## config.mk

```make
export PLATFORM = sky130hd
export DESIGN_NAME = eth_avalon_rx_packer
export DESIGN_NICKNAME = d
export VERILOG_FILES = /design/src/rtl/eth_avalon_rx_packer.sv
export SDC_FILE = /design/constraint.sdc
export NUM_CORES = 1
export LEC_CHECK = 0
export CAP_MARGIN = 10
export CORE_MARGIN = 8
export CORE_UTILIZATION = 36
export DETAILED_ROUTE_END_ITERATION = 6
export SLEW_MARGIN = 40
export SYNTH_ARGS = -nofsm -noshare
export SYNTH_HDL_FRONTEND = slang
export SYNTH_SLANG_ARGS = --single-unit
```

## constraint.sdc

```tcl
create_clock -name clk -period 2.7 [get_ports clk]
set_input_delay 0.54 -clock clk [delete_from_list [all_inputs] [get_ports clk]]
set_output_delay 0.54 -clock clk [all_outputs]
set_load 0.005 [all_outputs]
```

## src/rtl/eth_avalon_rx_packer.sv

```systemverilog
// Receive byte-to-word packer: packs MAC bytes little-endian into 36-bit FIFO
// words and appends one status word per frame; FIFO-full truncates the frame.
module eth_avalon_rx_packer #(
  parameter int MIN_LEN = 64,
  parameter int MAX_LEN = 1518,
  parameter int LEN_W   = 16
) (
  input  logic        clk,
  input  logic        reset,
  input  logic        rx_valid_i,
  input  logic [7:0]  rx_data_i,
  input  logic        rx_sop_i,
  input  logic        rx_eop_i,
  input  logic        rx_err_i,
  input  logic        fifo_wrfull_i,
  output logic [35:0] fifo_data_o,
  output logic        fifo_wrreq_o,
  output logic [15:0] drop_count_o,
  output logic        busy_o
);

  typedef enum logic [1:0] {IDLE, PACK, DROP, STAT} state_t;

  state_t             state_q, state_d;
  logic [1:0]         lane_q, lane_d;
  logic [31:0]        word_q, word_d;
  logic [LEN_W-1:0]   len_q, len_d;
  logic               err_q, err_d;
  logic               ovr_q, ovr_d;
  logic               lost_q, lost_d;
  logic               pend_q, pend_d;
  logic               done_q, done_d;
  logic [35:0]        data_q, data_d;
  logic [15:0]        drop_q, drop_d;

  logic [31:0]        assembled_s;
  logic [LEN_W-1:0]   len_inc_s;
  logic               wfail_s;

  function automatic logic [35:0] stat_word(input logic [LEN_W-1:0] len,
                                            input logic err, input logic ovr);
    logic too_long;
    logic runt;
    too_long = (len > LEN_W'(MAX_LEN));
    runt     = (len < LEN_W'(MIN_LEN));
    return {2'b11, 2'b00, 16'(len), 12'h000, too_long, ovr, err, runt};
  endfunction

  // Next-state logic for packing, frame bookkeeping and status sequencing
  always_comb begin
    state_d = state_q;
    lane_d  = lane_q;
    word_d  = word_q;
    len_d   = len_q;
    err_d   = err_q;
    ovr_d   = ovr_q;
    lost_d  = lost_q;
    pend_d  = 1'b0;
    done_d  = done_q;
    data_d  = data_q;
    drop_d  = drop_q;

    assembled_s = word_q | (32'(rx_data_i) << {lane_q, 3'b000});
    len_inc_s   = (&len_q) ? len_q : len_q + LEN_W'(1);
    // A pending word that meets a full FIFO in its write cycle is lost for good
    wfail_s     = pend_q & fifo_wrfull_i;
    if (wfail_s) begin
      ovr_d = 1'b1;
    end else begin
      ovr_d = ovr_q;
    end

    case (state_q)
      IDLE: begin
        if (rx_valid_i && rx_sop_i) begin
          len_d  = LEN_W'(1);
          err_d  = rx_err_i;
          ovr_d  = 1'b0;
          done_d = 1'b0;
          lost_d = 1'b0;
          if (rx_eop_i) begin
            data_d  = {1'b0, 1'b1, 2'b00, 24'h000000, rx_data_i};
            pend_d  = 1'b1;
            word_d  = 32'h0;
            lane_d  = 2'd0;
            state_d = STAT;
          end else begin
            word_d  = 32'(rx_data_i);
            lane_d  = 2'd1;
            state_d = PACK;
          end
        end else begin
          state_d = IDLE;
        end
      end
      PACK: begin
        if (rx_valid_i && rx_sop_i) begin
          err_d   = 1'b1;
          drop_d  = drop_q + 16'd1;
          lost_d  = ~rx_eop_i;
          word_d  = 32'h0;
          lane_d  = 2'd0;
          state_d = STAT;
          if (lane_q != 2'd0) begin
            data_d = {1'b0, 1'b1, lane_q - 2'd1, word_q};
            pend_d = 1'b1;
          end else begin
            pend_d = 1'b0;
          end
        end else if (rx_valid_i) begin
          len_d = len_inc_s;
          err_d = err_q | rx_err_i;
          if (wfail_s) begin
            word_d  = 32'h0;
            lane_d  = 2'd0;
            state_d = rx_eop_i ? STAT : DROP;
          end else if (rx_eop_i || lane_q == 2'd3) begin
            data_d  = {1'b0, rx_eop_i, lane_q, assembled_s};
            pend_d  = 1'b1;
            word_d  = 32'h0;
            lane_d  = 2'd0;
            state_d = rx_eop_i ? STAT : PACK;
          end else begin
            word_d = assembled_s;
            lane_d = lane_q + 2'd1;
          end
        end else if (wfail_s) begin
          word_d  = 32'h0;
          lane_d  = 2'd0;
          state_d = DROP;
        end else begin
          state_d = PACK;
        end
      end
      DROP: begin
        if (rx_valid_i && rx_sop_i) begin
          err_d   = 1'b1;
          drop_d  = drop_q + 16'd1;
          lost_d  = ~rx_eop_i;
          state_d = STAT;
        end else if (rx_valid_i) begin
          len_d   = len_inc_s;
          err_d   = err_q | rx_err_i;
          state_d = rx_eop_i ? STAT : DROP;
        end else begin
          state_d = DROP;
        end
      end
      STAT: begin
        if (rx_valid_i && rx_sop_i) begin
          drop_d = drop_q + 16'd1;
          lost_d = ~rx_eop_i;
        end else if (rx_valid_i && rx_eop_i) begin
          lost_d = 1'b0;
        end else begin
          lost_d = lost_q;
        end
        if (!pend_q && !done_q && !fifo_wrfull_i) begin
          done_d = 1'b1;
        end else begin
          done_d = done_q;
        end
        if (done_d && !lost_d) begin
          state_d = IDLE;
        end else begin
          state_d = STAT;
        end
      end
      default: begin
        state_d = IDLE;
      end
    endcase

    // Status word is staged one cycle ahead so it can go out right after the last data write
    if (state_d == STAT && !pend_d && !done_d) begin
      data_d = stat_word(len_d, err_d, ovr_d);
    end else begin
      data_d = data_d;
    end
  end

  // State and datapath registers
  always_ff @(posedge clk) begin
    if (reset) begin
      state_q <= IDLE;
      lane_q  <= 2'd0;
      word_q  <= 32'h0;
      len_q   <= '0;
      err_q   <= 1'b0;
      ovr_q   <= 1'b0;
      lost_q  <= 1'b0;
      pend_q  <= 1'b0;
      done_q  <= 1'b0;
      data_q  <= 36'h0;
      drop_q  <= 16'h0;
    end else begin
      state_q <= state_d;
      lane_q  <= lane_d;
      word_q  <= word_d;
      len_q   <= len_d;
      err_q   <= err_d;
      ovr_q   <= ovr_d;
      lost_q  <= lost_d;
      pend_q  <= pend_d;
      done_q  <= done_d;
      data_q  <= data_d;
      drop_q  <= drop_d;
    end
  end

  assign fifo_wrreq_o = ~reset & ~fifo_wrfull_i & (pend_q | (state_q == STAT && !done_q));
  assign fifo_data_o  = data_q;
  assign drop_count_o = drop_q;
  assign busy_o       = (state_q != IDLE);

endmodule

```

==> load_flow_metrics.sql, run 1 <==
INSERT INTO impl_metrics (metric_group, metric, value, unit) VALUES
('outcome', 'status', 'finished clean', ''),
('setup_path', 'worstPathArrival', '2.85', 'ns'),
('placed_design', 'gp_congestion', '0.8918', ''),
('cts', 'tritoncts', 'yes', ''),
('floorplan', 'design.die.area', '0.01880', 'mm²'),
('grt', 'grt_max_degree', '72', ''),
('grt', 'globalRouteTotalUtil', '18.03', '%'),
('grt', 'antenna_found_initial', '0', ''),
('layout', 'n_fill_cell', '1430', ''),
('power_and_ir_drop', 'powerDensity', '678.5', 'mW/mm²'),
('routing', 'route.detailed.drc', '0', ''),
('timing', 'timing.final.crit_period', '2.589', 'ns'),
('routing', 'detail-route-antenna-nets', '0', ''),
('placed_design', 'placement.setup.worst_slack', '-0.3554', 'ns'),
('setup_path', 'critical_path.endpoint_type', 'flop', ''),
('floorplan', 'floorplan.die.width', '137.1', 'µm'),
('layout', 'synthToLayoutAreaGrowth', '36.48', '%'),
('placed_design', 'buffer_ports.inserted', '68', ''),
('setup_path', 'worstPathRequired', '2.96', 'ns'),
('placed_design', 'dpl-instance-area', '0.006792', 'mm²'),
('timing', 'final-max-slew-violation-count', '0', ''),
('timing', 'grt_setup_unrepaired', 'yes', ''),
('synth', 'postSynthRegisterBits', '109', ''),
('setup_path', 'crit_path_frequent_cell', 'buf_4', ''),
('min_path', 'hold_path.class', 'reg -> reg', ''),
('routing', 'wl_per_cell', '17.27', 'µm'),
('cts', 'ctsLongestPathBuffers', '2', ''),
('routing', 'finalWirelength', '16730', 'µm'),
('synth', 'synth_top_cell_by_area', 'dfxtp_1', ''),
('run', 'drv.max_cap_violation_count', '0', ''),
('layout', 'final_layout_size_suffix_gt1_share', '19.87', '%'),
('synth', 'synthTopCellsByArea', 'dfxtp_1 (41%), a21oi_1 (7.7%), nor2_1 (6.5%)', ''),
('layout', 'finish.cell_count_without_fillers', '969', ''),
('layout', 'mostFrequentLayoutCell', 'dfxtp_1', ''),
('cts', 'root_buffer', 'clkbuf_16', ''),
('synth', 'postSynthNetCount', '667', ''),
('layout', 'layout.cell_area.non_filler', '0.007208', 'mm²'),
('routing', 'dr.first_iter.drc_count', '351', ''),
('setup_path', 'critPathKind', 'in -> reg', ''),
('synth', 'netlist_area', '0.005281', 'mm²'),
('timing', 'worstMarginPinSlew', '0.7547', 'ns'),
('routing', 'detailedRoute.firstPassIterationCount', '5', ''),
('setup_path', 'start_kind', 'input pin', ''),
('synth', 'yosysTopAreaCellShare', '41.32', '%'),
('floorplan', 'row_count', '44', ''),
('cts', 'holdBufCountCts', '0', ''),
('timing', 'setup_viol_count_final', '0', ''),
('routing', 'vias', '5264', ''),
('grt', 'globalRouteOverflowTotal', '0', ''),
('cts', 'clkLatencyLatePin', '0.35', 'ns'),
('floorplan', 'initial_core_util', '36.62', '%'),
('synth', 'synthDistinctLibCells', '77', ''),
('timing', 'maxSlewHeadroom', '49.68', '%'),
('timing', 'timing.fmax', '386.3', 'MHz'),
('timing', 'finalClockSkew', '0.007507', 'ns'),
('setup_path', 'crit_path_top_delay_cell', 'clkdlybuf4s50_1', ''),
('synth', 'synth-warning-count', '0', ''),
('layout', 'final_util', '49.97', '%'),
('synth', 'syn_avg_cell_area', '8.201', 'µm²'),
('timing', 'final-hold-violation-count', '0', ''),
('cts', 'clock_sink_count', '109', ''),
('routing', 'drt-vias-per-instance', '5.432', ''),
('timing', 'period_share', '95.88', '%'),
('placed_design', 'placed_cells', '951', ''),
('cts', 'htree_levels', '3', ''),
('layout', 'diodes', '0', ''),
('floorplan', 'fp.dieH', '137.1', 'µm'),
('layout', 'final_cell_mix', 'dfxtp_1 (109), buf_4 (105), nor2_1 (92)', ''),
('synth', 'synth_enable_flop_cells', '0', ''),
('grt', 'number_of_global_route_vias_before_repair', '5256', ''),
('power_and_ir_drop', 'irDropWorstVdd', '0.3582', 'mV');
==> registers in the layout, summed over array words and instances (netlist names) <==
signal	count
drop_count_o	16
len_q	16
lane_q	2
ovr_q	1
pend_q	1
word_q	32
state_q	2
err_q	1
done_q	1
fifo_data_o	36
lost_q	1
==> where the power goes <==
group          switching [mW]  total [mW]  leakage (nW)  internal, mW
Sequential             0.0782        1.78         0.881          1.70
Clock                   0.615        1.43         0.156         0.817
Combinational           0.899        1.68          1.65         0.780
==> area by class of cell <==
class | instances | area (µm²) | share of cell area [%]
sequential | 109 | 2182 | 30.27
clock inverter | 7 | 95.09 | 1.319
tap | 184 | 230.2 | 3.194
inverter | 11 | 41.29 | 0.5728
multi-input combinational | 473 | 2909 | 40.36
clock buffer | 9 | 225.2 | 3.124
timing repair buffer | 176 | 1525 | 21.16
==> kinds of logic (layout without fill, tap and decap cells) <==
logic type	Yosys count	after routing	synth area share, %
multiplexers	2	2	0.3791
XOR/XNOR	14	14	2.322
AO/OA/AOI/OAI	195	195	25.11
buffers and inverters	62	203	5.117
AND/OR/NAND/NOR	254	254	23.86
adder cells (fa/ha/maj)	8	8	1.895
flip-flops	109	109	41.32
==> Yosys cell counts, types with 11 or more instances <==
master      n
nand4_1    17
dfxtp_1   109
o22a_1     11
a21oi_1    81
nand2_1    54
inv_1      11
o21ai_0    12
nor2_1     92
buf_2      12
clkbuf_1   24
nor3_1     13
nand3_1    19
==> worst max-delay path, delay by kind of cell <==
| family | cells | cell delay, ns |
|---|---|---|
| AO/OA/AOI/OAI | 3 | 0.82 |
| buffers and inverters | 4 | 1.01 |
| AND/OR/NAND/NOR | 3 | 0.47 |
==> worst paths after layout <==
check,cells after the start,to,startpoint,slack (ns)
worst max-delay path,10,fifo_data_o[0],rx_valid_i,0.11
worst min-delay path,2,fifo_data_o[18],fifo_data_o[18],0.46
worst max register to register,10,fifo_data_o[0],len_q[0],0.18
worst min register to register,2,fifo_data_o[18],fifo_data_o[18],0.46
==> stage by stage <==
stage                     setup TNS, ns  hold WS, ns
after floorplan                       0       0.4375
after detailed placement         -9.146       0.4473
final                                 0       0.4581
after global placement           -6.607       0.4424
after global routing           -0.03971       0.4760
after CTS                             0       0.4570
==> layer usage <==
layer / GRT usage [%] / vias to the layer above / part of all wire, %
met5: 0 / - / 0
met4: 5.854 / 0 / 1.2
met3: 2.606 / 12 / 3.2
met2: 30.06 / 107 / 48
met1: 23.37 / 2540 / 47
li1: - / 2605 / -
==> timing repair <==
| action | in CTS | in global routing |
|---|---|---|
| setup buffers | 0 | 2 |
| setup endpoints to repair | 1 | 4 |
| resized for setup | 1 | 17 |
| pin swaps | 0 | 4 |
(Power assumes the default switching activity.)
==> inputs of run 2 (changes only) <==
--- a/config.mk
+++ b/config.mk
@@ -5,11 +5,10 @@
 export SDC_FILE = /design/constraint.sdc
 export NUM_CORES = 1
 export LEC_CHECK = 0
-export CAP_MARGIN = 10
+export CAP_MARGIN = 25
 export CORE_MARGIN = 8
 export CORE_UTILIZATION = 36
 export DETAILED_ROUTE_END_ITERATION = 6
-export SLEW_MARGIN = 40
 export SYNTH_ARGS = -nofsm -noshare
 export SYNTH_HDL_FRONTEND = slang
 export SYNTH_SLANG_ARGS = --single-unit
==> results of run 2 <==
Final layout, timing and power as in run 1 (identical DEF).
==> inputs of run 3 (changes only) <==
--- a/config.mk
+++ b/config.mk
@@ -9,6 +9,7 @@
 export CORE_MARGIN = 8
 export CORE_UTILIZATION = 36
 export DETAILED_ROUTE_END_ITERATION = 6
+export MAX_ROUTING_LAYER = met4
 export SYNTH_ARGS = -nofsm -noshare
 export SYNTH_HDL_FRONTEND = slang
 export SYNTH_SLANG_ARGS = --single-unit
==> run 3 against run 2 <==
- hold slack got worse by 0.0047 ns
- routed wire length is 0.45% lower
- sequential share of layout area increased by 0.40 points
- combinational power about the same
==> load_flow_metrics.sql, run 3 (synthesis results as in run 1) <==
INSERT INTO impl_metrics (metric_group, metric, value, unit) VALUES
('power_and_ir_drop', 'irDropWorstVdd', '0.3950', 'mV'),
('setup_path', 'start_kind', 'flop', ''),
('timing', 'period_share', '94.82', '%'),
('setup_path', 'critical_path.max_fanout', '7', ''),
('cts', 'clk_transition_reported_paths', '0.08', 'ns'),
('floorplan', 'fp.dieH', '137.1', 'µm'),
('floorplan', 'design.die.area', '0.01880', 'mm²'),
('outcome', 'status', 'finished clean', ''),
('cts', 'clkLatencyLatePin', '0.35', 'ns'),
('timing', 'setup_viol_count_final', '0', ''),
('cts', 'ctsLongestPathBuffers', '2', ''),
('timing', 'worstMarginPinSlew', '0.7532', 'ns'),
('layout', 'largest_reg_flops', '36', ''),
('grt', 'globalRouteTotalUtil', '18.57', '%'),
('routing', 'met3WireLength', '869', 'µm'),
('min_path', 'min-delay-start', 'fifo_data_o[23]', ''),
('cts', 'tritoncts', 'yes', ''),
('setup_path', 'critical_path.endpoint_type', 'flop', ''),
('cts', 'clock_sink_count', '109', ''),
('placed_design', 'dpl-instance-area', '0.006754', 'mm²'),
('floorplan', 'row_count', '44', ''),
('layout', 'mostFrequentLayoutCell', 'dfxtp_1', ''),
('grt', 'antenna_found_initial', '0', ''),
('routing', 'route.detailed.drc', '0', ''),
('power_and_ir_drop', 'power.static_leakage', '2.625', 'nW'),
('layout', 'diodes', '0', ''),
('timing', 'timing.final.crit_period', '2.560', 'ns'),
('power_and_ir_drop', 'powerDensity', '661.5', 'mW/mm²'),
('cts', 'holdBufCountCts', '0', ''),
('routing', 'detailedRoute.firstPassIterationCount', '5', ''),
('placed_design', 'gp_congestion', '0.8990', ''),
('cts', 'cts_setup_buffers', '0', ''),
('grt', 'globalRouteOverflowTotal', '0', ''),
('floorplan', 'pin_count', '69', ''),
('setup_path', 'r2r-start', 'len_q[0]', ''),
('routing', 'finalWirelength', '16660', 'µm'),
('timing', 'timing.fmax', '390.6', 'MHz'),
('timing', 'grt_setup_unrepaired', 'no', ''),
('timing', 'maxSlewHeadroom', '49.79', '%'),
('routing', 'wl_per_cell', '17.31', 'µm'),
('placed_design', 'placement.setup.worst_slack', '-0.3175', 'ns'),
('timing', 'finalClockSkew', '0.006753', 'ns'),
('routing', 'wl_met1', '7631', 'µm'),
('layout', 'final_cell_mix', 'dfxtp_1 (109), buf_4 (98), nor2_1 (92)', ''),
('routing', 'vias', '5276', ''),
('floorplan', 'core_area', '0.01442', 'mm²'),
('layout', 'post_layout_net_count', '796', ''),
('power_and_ir_drop', 'internal_power', '3.116', 'mW'),
('timing', 'worst_setup_slack_after_layout', '0.1399', 'ns'),
('power_and_ir_drop', 'pwr-share-seq', '37.8', '%'),
('layout', 'synthToLayoutAreaGrowth', '34.71', '%'),
('grt', 'first_pass_grt_wire_length', '26890', 'µm'),
('setup_path', 'critPathKind', 'reg -> reg', ''),
('routing', 'dr.first_iter.drc_count', '311', ''),
('setup_path', 'worstPathRequired', '2.92', 'ns'),
('grt', 'number_of_global_route_vias_before_repair', '5107', ''),
('cts', 'htree_levels', '3', ''),
('layout', 'layout.cell_area.non_filler', '0.007114', 'mm²'),
('floorplan', 'floorplan.die.width', '137.1', 'µm'),
('run', 'drv.max_cap_violation_count', '0', ''),
('power_and_ir_drop', 'net_switching_power_of_the_design', '1.590', 'mW'),
('power_and_ir_drop', 'p_clk_share', '27.1', '%'),
('cts', 'root_buffer', 'clkbuf_16', ''),
('power_and_ir_drop', 'power_switching_share', '33.78', '%'),
('routing', 'routed-wl-met2', '7931', 'µm'),
('placed_design', 'place.detailed.hpwl', '12620', 'µm'),
('power_and_ir_drop', 'power.total', '4.706', 'mW'),
('layout', 'final_layout_size_suffix_gt1_share', '19.15', '%'),
('setup_path', 'worstPathArrival', '2.78', 'ns'),
('setup_path', 'crit_path_start', 'len_q[0]', ''),
('routing', 'drt-vias-per-instance', '5.484', ''),
('routing', 'maxUsedRoutingLayer', 'met4', ''),
('placed_design', 'buffer_ports.inserted', '68', ''),
('power_and_ir_drop', 'share_comb_of_total_power', '35.1', '%'),
('timing', 'final-hold-violation-count', '0', ''),
('floorplan', 'initial_core_util', '36.62', '%'),
('min_path', 'hold_path.class', 'reg -> reg', ''),
('cts', 'cts_made_buffers', '9', ''),
('timing', 'final-max-slew-violation-count', '0', ''),
('grt', 'grt_max_degree', '72', ''),
('routing', 'detail-route-antenna-nets', '0', '');
run 3: cell types whose count changed in the layout (fill, tap and decap cells not counted), moves of 2 or more:
cell       change
a31oi_1        +2
a31oi_2        -2
buf_4          -7
bufinv_16      -2
clkinv_4       +2
inv_6          -2
inv_8          +2
nor4_2         +3
nor4_4         -2
run 3: path summary, 6_finish.rpt:
| path | cells after the start | to | slack, ns |
|---|---|---|---|
| setup reg to reg | 9 | fifo_data_o[3] | 0.14 |
| hold reg to reg | 2 | fifo_data_o[23] | 0.45 |
| setup / recovery | 9 | fifo_data_o[3] | 0.14 |
| hold / removal | 2 | fifo_data_o[23] | 0.45 |
run 3: what timing repair did:
action / 4_1_cts / 5_1_grt
resized for setup: 1 / 16
setup endpoints to repair: 1 / 5
pin swaps: 0 / 2
run 3: power groups by stage:
stage | sequential [mW] | clock (mW) | combinational, mW
after global routing | 1.79 | 1.37 | 1.79
final | 1.78 | 1.27 | 1.65
after CTS | 1.78 | 1.30 | 1.61
after detailed placement | 1.82 | 0 | 1.60
after global placement | 1.81 | 0 | 1.60
after floorplan | 1.80 | 0 | 0.847
run 3: cell type report:
| cell class | count | area [µm²] |
|---|---|---|
| fillers | 1431 | 7310 |
| repair buffers | 169 | 1473 |
| multi-input cells | 473 | 2905 |
| inverters | 11 | 41.29 |
| clock inverters | 7 | 57.56 |
| clock buffers | 9 | 225.2 |
| flip-flops and latches | 109 | 2182 |
| well taps | 184 | 230.2 |
run 3: critical path, cell delays in order, from the launching register on:
cell      delay [ns]
dfxtp_1         0.33
ha_1            0.17
nand3_1         0.13
or4_1           0.72
a32o_1          0.34
a31oi_4         0.15
nor4_1          0.08
buf_4           0.15
o211ai_1        0.20
a41oi_1         0.14
run 3: per-layer routing:
layer	track usage (%)	vias up
met3	2.753	16
met4	5.914	0
met1	23.65	2526
li1	-	2591
met5	-	-
met2	29.66	143
run 3: per-stage QoR:
stage | util (%) | TNS (ns) | hold slack, ns | std cells
3_5_place_dp | 46.83 | -8.440 | 0.4433 | 946
2_1_floorplan | - | 0 | 0.4375 | 644
6_report | 49.32 | 0 | 0.4534 | 962
4_1_cts | 48.78 | 0 | 0.4532 | 962
5_1_grt | 49.32 | 0 | 0.4767 | 962
3_3_place_gp | 46.83 | -8.133 | 0.4417 | 946
